==> src/rtl/get_certificate_request_pkg.sv <==
// Shared auth definitions for the GET_CERTIFICATE requester: message layout, opcodes, error codes.
// Latency: n/a (types, constants and a pure helper function only).
// Backpressure: n/a.
package get_certificate_request_pkg;

  // Request/answer messages are a 32-bit header followed by the body.
  localparam int MSG_LEN     = 128;
  localparam int HDR_LEN     = 32;
  localparam int PAYLOAD_LEN = MSG_LEN - HDR_LEN;
  localparam int HDR_FIELD_W = 8;

  localparam logic [HDR_FIELD_W-1:0] PROTOCOL_VERSION       = 8'h12;
  localparam logic [HDR_FIELD_W-1:0] GET_CERTIFICATE_CMD    = 8'h82;
  localparam logic [HDR_FIELD_W-1:0] CERTIFICATE_ANSWER_CMD = 8'h02;

  typedef enum logic [1:0] {
    ERR_RESPONDER = 2'd0,
    ERR_HEADER    = 2'd1,
    ERR_LENGTH    = 2'd2,
    ERR_TIMEOUT   = 2'd3
  } err_code_e;

  typedef enum logic [2:0] {
    ST_IDLE,
    ST_SEND,
    ST_WAIT_RESP,
    ST_DELIVER,
    ST_FINISH,
    ST_ABORT
  } state_e;

  typedef struct packed {
    logic [HDR_FIELD_W-1:0] version;
    logic [HDR_FIELD_W-1:0] cmd;
    logic [HDR_FIELD_W-1:0] param1;
    logic [HDR_FIELD_W-1:0] param2;
  } msg_hdr_t;

  // Unsigned 16-bit minimum, used to clip the last chunk to the remaining bytes.
  function automatic logic [15:0] min16(input logic [15:0] a, input logic [15:0] b);
    return (a < b) ? a : b;
  endfunction

endpackage

==> src/rtl/get_certificate_request_builder.sv <==
// Packs a GET_CERTIFICATE request from slot, offset and length.
// Latency: purely combinational.
// Backpressure: none; the caller holds its inputs stable while the request is pending.
module get_certificate_req_builder
  import get_certificate_request_pkg::*;
(
  input  logic [1:0]         slot_i,
  input  logic [15:0]        offset_i,
  input  logic [15:0]        length_i,
  output logic [MSG_LEN-1:0] msg_o
);

  msg_hdr_t hdr;

  // Header carries the slot in param1; body is offset, length, then zero fill.
  always_comb begin
    hdr.version = PROTOCOL_VERSION;
    hdr.cmd     = GET_CERTIFICATE_CMD;
    hdr.param1  = {6'b0, slot_i};
    hdr.param2  = 8'h00;
    msg_o       = {hdr, offset_i, length_i, {(MSG_LEN - HDR_LEN - 32){1'b0}}};
  end

endmodule

==> src/rtl/get_certificate_request.sv <==
// Reads a certificate chain in chunks: issues GET_CERTIFICATE requests and checks each answer.
// Latency: Start to first Req_valid 1 cycle; Resp_ack to Chunk_valid 1 cycle.
// Backpressure: Req_msg held stable until Req_ready; answers awaited up to TIMEOUT_CYCLES.
module get_certificate_request
  import get_certificate_request_pkg::*;
#(
  parameter int TIMEOUT_CYCLES = 1024,
  parameter int CNT_W          = 11
) (
  input  logic                   clk,
  input  logic                   reset_n,
  input  logic                   Start,
  input  logic [1:0]             Slot,
  input  logic [15:0]            Total_len,
  input  logic [15:0]            Chunk_len,
  output logic                   Req_valid,
  output logic [MSG_LEN-1:0]     Req_msg,
  input  logic                   Req_ready,
  input  logic                   Resp_ack,
  input  logic [31:0]            Resp_header,
  input  logic                   Resp_error,
  input  logic [15:0]            Resp_wLength,
  input  logic [PAYLOAD_LEN-1:0] Resp_payload,
  output logic                   Chunk_valid,
  output logic [PAYLOAD_LEN-1:0] Chunk_data,
  output logic [15:0]            Chunk_offset,
  output logic [15:0]            Chunk_length,
  output logic                   Busy,
  output logic                   Done,
  output logic                   Error,
  output logic [1:0]             Error_code
);

  localparam logic [CNT_W-1:0] CNT_TERM = CNT_W'(TIMEOUT_CYCLES - 1);

  state_e                 state_q, state_d;
  logic [1:0]             slot_q, slot_d;
  logic [15:0]            total_q, total_d;
  logic [15:0]            chunk_q, chunk_d;
  logic [15:0]            offset_q, offset_d;
  logic [15:0]            len_q, len_d;
  logic [CNT_W-1:0]       cnt_q, cnt_d;
  logic [PAYLOAD_LEN-1:0] data_q, data_d;
  logic [15:0]            coff_q, coff_d;
  logic [15:0]            clen_q, clen_d;
  logic [1:0]             err_code_q, err_code_d;
  logic                   zerr_q, zerr_d;

  logic [15:0]            next_off;
  logic [MSG_LEN-1:0]     built_msg;
  logic [7:0]             resp_cmd;
  logic [7:0]             resp_param1;
  logic [15:0]            unused_hdr_bits;

  assign resp_cmd        = Resp_header[23:16];
  assign resp_param1     = Resp_header[15:8];
  // Version and param2 of the answer are not part of the acceptance check.
  assign unused_hdr_bits = {Resp_header[31:24], Resp_header[7:0]};
  assign next_off        = offset_q + len_q;

  get_certificate_req_builder u_builder (
    .slot_i   (slot_q),
    .offset_i (offset_q),
    .length_i (len_q),
    .msg_o    (built_msg)
  );

  // Next-state and datapath updates; Start is only honoured in IDLE.
  always_comb begin
    state_d    = state_q;
    slot_d     = slot_q;
    total_d    = total_q;
    chunk_d    = chunk_q;
    offset_d   = offset_q;
    len_d      = len_q;
    cnt_d      = cnt_q;
    data_d     = data_q;
    coff_d     = coff_q;
    clen_d     = clen_q;
    err_code_d = err_code_q;
    zerr_d     = 1'b0;
    case (state_q)
      ST_IDLE: begin
        if (Start) begin
          if ((Total_len != 16'd0) && (Chunk_len != 16'd0)) begin
            slot_d     = Slot;
            total_d    = Total_len;
            chunk_d    = Chunk_len;
            offset_d   = 16'd0;
            len_d      = min16(Chunk_len, Total_len);
            err_code_d = ERR_RESPONDER;
            state_d    = ST_SEND;
          end else begin
            // Nothing to read: report a length error without leaving IDLE.
            zerr_d     = 1'b1;
            err_code_d = ERR_LENGTH;
          end
        end
      end
      ST_SEND: begin
        if (Req_ready) begin
          cnt_d   = '0;
          state_d = ST_WAIT_RESP;
        end
      end
      ST_WAIT_RESP: begin
        if (Resp_ack) begin
          if (Resp_error) begin
            err_code_d = ERR_RESPONDER;
            state_d    = ST_ABORT;
          end else if ((resp_cmd != CERTIFICATE_ANSWER_CMD) ||
                       (resp_param1 != {6'b0, slot_q})) begin
            err_code_d = ERR_HEADER;
            state_d    = ST_ABORT;
          end else if (Resp_wLength != len_q) begin
            err_code_d = ERR_LENGTH;
            state_d    = ST_ABORT;
          end else begin
            data_d  = Resp_payload;
            coff_d  = offset_q;
            clen_d  = len_q;
            state_d = ST_DELIVER;
          end
        end else if (cnt_q == CNT_TERM) begin
          // An answer arriving on this same cycle takes the branch above instead.
          err_code_d = ERR_TIMEOUT;
          state_d    = ST_ABORT;
        end else begin
          cnt_d = cnt_q + 1'b1;
        end
      end
      ST_DELIVER: begin
        offset_d = next_off;
        len_d    = min16(chunk_q, total_q - next_off);
        state_d  = (next_off == total_q) ? ST_FINISH : ST_SEND;
      end
      ST_FINISH: state_d = ST_IDLE;
      ST_ABORT:  state_d = ST_IDLE;
      default:   state_d = ST_IDLE;
    endcase
  end

  // State and datapath registers, all cleared by the asynchronous reset.
  always_ff @(posedge clk or negedge reset_n) begin
    if (!reset_n) begin
      state_q    <= ST_IDLE;
      slot_q     <= '0;
      total_q    <= '0;
      chunk_q    <= '0;
      offset_q   <= '0;
      len_q      <= '0;
      cnt_q      <= '0;
      data_q     <= '0;
      coff_q     <= '0;
      clen_q     <= '0;
      err_code_q <= '0;
      zerr_q     <= 1'b0;
    end else begin
      state_q    <= state_d;
      slot_q     <= slot_d;
      total_q    <= total_d;
      chunk_q    <= chunk_d;
      offset_q   <= offset_d;
      len_q      <= len_d;
      cnt_q      <= cnt_d;
      data_q     <= data_d;
      coff_q     <= coff_d;
      clen_q     <= clen_d;
      err_code_q <= err_code_d;
      zerr_q     <= zerr_d;
    end
  end

  // Status and strobes decode from the state; the request is zeroed when not offered.
  always_comb begin
    Busy         = (state_q != ST_IDLE);
    Req_valid    = (state_q == ST_SEND);
    Req_msg      = Req_valid ? built_msg : '0;
    Chunk_valid  = (state_q == ST_DELIVER);
    Chunk_data   = data_q;
    Chunk_offset = coff_q;
    Chunk_length = clen_q;
    Done         = (state_q == ST_FINISH);
    Error        = (state_q == ST_ABORT) || zerr_q;
    Error_code   = err_code_q;
  end

endmodule

==> config.mk <==
export PLATFORM = sky130hd
export DESIGN_NAME = get_certificate_request
export DESIGN_NICKNAME = d
export VERILOG_FILES = /design/src/rtl/get_certificate_request_pkg.sv /design/src/rtl/get_certificate_request_builder.sv /design/src/rtl/get_certificate_request.sv
export SDC_FILE = /design/constraint.sdc
export NUM_CORES = 1
export LEC_CHECK = 0
export BUFFER_PORTS_ARGS = -buffer_cell sky130_fd_sc_hd__buf_2
export CORE_AREA = 5 5 170 172
export CTS_CLUSTER_DIAMETER = 80
export DETAILED_ROUTE_END_ITERATION = 10
export DIE_AREA = 0 0 175 177
export PLACE_DENSITY = 0.72
export SYNTH_ARGS = -nofsm -noshare
export SYNTH_HDL_FRONTEND = slang
export SYNTH_SLANG_ARGS = --single-unit
==> constraint.sdc <==
create_clock -name clk -period 5.3 [get_ports clk]
set_input_delay 0 -clock clk [delete_from_list [all_inputs] [get_ports clk]]
set_output_delay 0 -clock clk [all_outputs]
set_load 0.02 [all_outputs]
==> results summary <==
The worst min-delay path category is in2reg. The library cells used most frequently in the layout, excluding fill and tap cells, are buf_2, dfrtp_1, mux2_2. STA classifies the critical path endpoint as a register. In the final routed layout, each cell accounts on average for around 20 microns. The fraction of registers with async set or reset after synthesis is 100%. The total wire length after detailed routing came out at ~40,000 microns. The global routing usage summed across all routing layers is about a quarter. The leakage power of the design is between 8 and 9 nW.

The number of search-and-repair iterations in the first detailed-routing pass came out at 5. The clock latency at the later pin of the worst-skew pair came out at between 0.5 and 0.6 ns. For this run, the number of standard cells in the final layout without fillers is 1,936. The die is roughly 180 microns tall. TritonCTS created 26 clock buffers.

The final weighted congestion in routability-driven placement is roughly 0.97. Among all stages on the critical path, the largest delay is contributed by dfrtp_2. The largest net degree at the start of global routing is between 100 and 150.

The slew at the pin with the worst max-slew slack came out at approximately 1.1 ns. The number of max-slew violations in the final report was 0. The initial antenna violation count is 9. The fraction of final layout cells with drive strength greater than 1 is between 30% and 40%. The final layout contains ~1,800 nets. The total I/O pin count is roughly 450. The count of fill cells added during filler insertion is about 2,200. The run finished with clean final reports. Once detail routing completed, the nets flagged for antenna violations numbered 0. The total number of placement rows is between 60 and 70. Along the worst path, the maximum fanout reaches 6. The flip-flop cell with the highest count after synthesis is dfrtp_1. Power spread over the standard cell area amounts to 661 nW/um^2.

The total placed instance area came out at 13,600 sq um. The max-cap violation count came out at 0. The critical path is of the reg2reg type. The final-report hold violation count came out at 0. The type of element launching the critical path is a register.

By area the synthesized netlist is led by dfrtp_1, mux2_2, ha_1. The worst pin sits at a relative slew slack of between 20% and 30%. In the synthesized netlist, the number of instances is about 1,100. The maximum level of the CTS H-tree is 1. The distinct cell type count after synthesis came out at 61. The final route contains between 9,000 and 10,000 vias. After legalization and detailed placement, the total HPWL measured 28,500 microns. The number of port buffers is between 300 and 400. For this configuration, the core starts out at a cell density of 43.2%. The area of all sequential standard cells is 5280 sq um. Counting flops and latches in the post-synthesis netlist gives around 210. The final setup violation count came out at 0. The number of buffers between clock root and the deepest sink is 3.

The delay of the slowest cell on the worst path is 0.45 ns. The number of cells on the worst hold path is 6. The register area share after synthesis came out at 44.7%.

For this run, the top clock speed supported by timing is a little under 200 MHz. STA puts the critical path data required time at roughly 5.6 ns. Yosys printed 0 warnings. The area added between synthesis and finish came out at 34.9%. The depth of the worst register-to-register path is 23. The number of placed instances with taps included is 1,747.

The post-route minimum period came out at around 5.1 ns. The synthesized area per cell came out at approximately 11 sq um. The setup clock skew after layout is 0.00901 ns. The final design area excluding fillers is around 16,000 sq um.

The clock transition at the registers of the reported paths is 0.06 ns. In the final layout, the multi-input gates occupy approximately 5900 sq um. For the worst setup path, the data arrival time is 5.46 ns. The area share of the largest cell type after synthesis came out at between 40% and 50%. The TritonCTS clock tree is built.

The via count of the first global-routing pass came out at between 10,000 and 15,000. In the finished design, the share of the clock period the worst path needs comes to between 90 and 100%. The tree built by TritonCTS fans out to 211 sinks. The post-synthesis instance area came out at about 12,000 sq um. The horizontal extent of the die came out at around 180 microns. The count of routing violations after the opening detailed-route iteration came out at ~600. For this run, design rule violations remaining after detail routing come to 0.

The area enclosed by the die boundary came out at approximately 31,000 sq um. The library cell used most frequently in the layout, excluding fill and tap cells, is buf_2. The aggregate global routing overflow came out at 0. The number of enable flip-flop cells after synthesis came out at 0. The synthesized design spends more area on one cell type than any other, namely dfrtp_1.

The root buffer cell chosen for the clock tree is clkbuf_16. The largest vdd supply drop came out at between 0.0006 and 0.0007 V. Walking the worst path, the cells encountered are inv_1 > fa_2 > nor2b_1 > o21ai_1 > nand2_1 > a21o_1 > a21o_1 > a31oi_1 > xor2_1 > ha_4 > o2111a_1 > o31ai_1 > a31oi_1 > a221oi_2 > xor2_1 > ha_1 > or3_1 > o21ai_0 > a31oi_2 > buf_4 > or2_2 > a21oi_2 > a211oi_1.

After floorplanning, the core was sized to cover 27,300 sq um. The via-per-instance ratio is just over 5. The global-route wire length before repair came out at 59,100 microns.
==> synth_stat cells, types with 3 or more instances <==
cell type	number
a2111oi_0	3
a211oi_1	6
a21o_1	18
a21oi_1	45
a221oi_1	3
a31oi_1	8
and2_1	37
and3_1	5
buf_2	20
buf_4	99
clkbuf_1	13
dfrtp_1	211
ha_1	61
inv_1	41
mux2_2	154
mux2i_1	17
nand2_1	59
nand2b_1	6
nand3_1	10
nand4_1	16
nor2_1	38
nor2b_1	6
nor3_1	22
nor3_2	3
nor4_1	15
o211ai_1	5
o21a_1	4
o21ai_0	40
o21ai_1	3
o21bai_1	3
o22ai_1	12
o31ai_1	3
or3_1	5
xnor2_1	33
xor2_1	23
==> power by group <==
part / switching (mW) / leakage [nW] / internal (mW)
clock: 0.672 / 0.409 / 1.05
sequential: 0.269 / 2.82 / 1.88
combinational: 3.71 / 5.20 / 2.95
total: 4.65 / 8.43 / 5.88
==> through the flow <==
stage | TNS (ns) | util (%) | power (mW) | hold WS, ns | worst slack [ns]
CTS | 0 | 57.9 | 10.2 | 0.0289 | 0.0951
finish | 0 | 58.4 | 10.5 | 0.0582 | 0.184
detailed placement | 0 | 49.9 | 8.33 | 0.116 | 0.169
global placement | 0 | 49.9 | 8.18 | 0.117 | 0.267
global route | -0.166 | 58.4 | 11.3 | 0.112 | -0.0754
floorplan | 0 | - | 6.45 | -0.296 | 0.525
==> worst paths after layout <==
kind | start | to | slack [ns]
worst max-delay path | len_q[1]$_DFFE_PN0P_ | len_q[9]$_DFFE_PN0P_ | 0.18
worst min-delay path | Resp_header[19] | Error_code[1]$_DFFE_PN0P_ | 0.06
worst max register to register | len_q[1]$_DFFE_PN0P_ | len_q[9]$_DFFE_PN0P_ | 0.18
worst min register to register | Error_code[1]$_DFFE_PN0P_ | Error_code[1]$_DFFE_PN0P_ | 0.48
max in group asynchronous | reset_n | len_q[1]$_DFFE_PN0P_ | 3.65
min in group asynchronous | reset_n | Chunk_data[19]$_DFFE_PN0P_ | 0.12
==> critical path, delay by kind of cell, from the launching register on <==
kind / cells / cell delay (ns)
AO/OA/AOI/OAI: 12 / 1.94
adder cells (fa/ha/maj): 3 / 0.81
AND/OR/NAND/NOR: 4 / 0.78
XOR/XNOR: 2 / 0.61
flip-flops: 1 / 0.45
buffers and inverters: 2 / 0.33
==> repair_timing <==
item                                    CTS  global route
hold buffers                            135             0
hold endpoints to repair                272             0
resized for setup                         0            20
endpoints found under the setup margin    0            16
buffers inserted                          0             4
==> cell type report <==
| cell class | count | share of cell area [%] |
|---|---|---|
| Multi-Input combinational cell | 778 | 36.9 |
| Sequential cell | 211 | 33.1 |
| Timing Repair Buffer | 508 | 20.9 |
| Inverter | 43 | 1.01 |
| Antenna cell | 7 | 0.110 |
| Tap cell | 346 | 2.72 |
| Clock inverter | 4 | 0.283 |
| Clock buffer | 39 | 4.90 |
==> cells by family (layout without fill, tap and decap cells) <==
logic type,count (synthesis),in the layout,synth area share [%]
AOI/OAI and AO/OA,169,169,9.12
xor gates and xnor gates,56,56,4.15
adders and majority gates,63,63,6.80
buffers and inverters,179,594,9.17
DFF,211,211,44.7
muxes,171,171,16.1
other,1,97,0.0317
and+or+nand+nor,229,229,9.92
==> flip-flops by register name, indices dropped and copies added, names as in the netlist <==
register      cells
Chunk_length     16
zerr_q            1
chunk_q          16
total_q          16
Chunk_offset     16
slot_q            2
Error_code        2
Chunk_data       96
state_q           3
len_q            16
cnt_q            11
offset_q         16
==> per-layer routing <==
layer  vias up  global-route usage [%]  part of all wire, %
met5         -                       0                0.018
met4         2                    12.2                  5.4
met3       124                    5.81                  7.7
met2       435                    43.3                   50
met1      4740                    28.0                   37
li1       4628                       -                    -
Note: power is estimated with default switching activity, not from simulation.
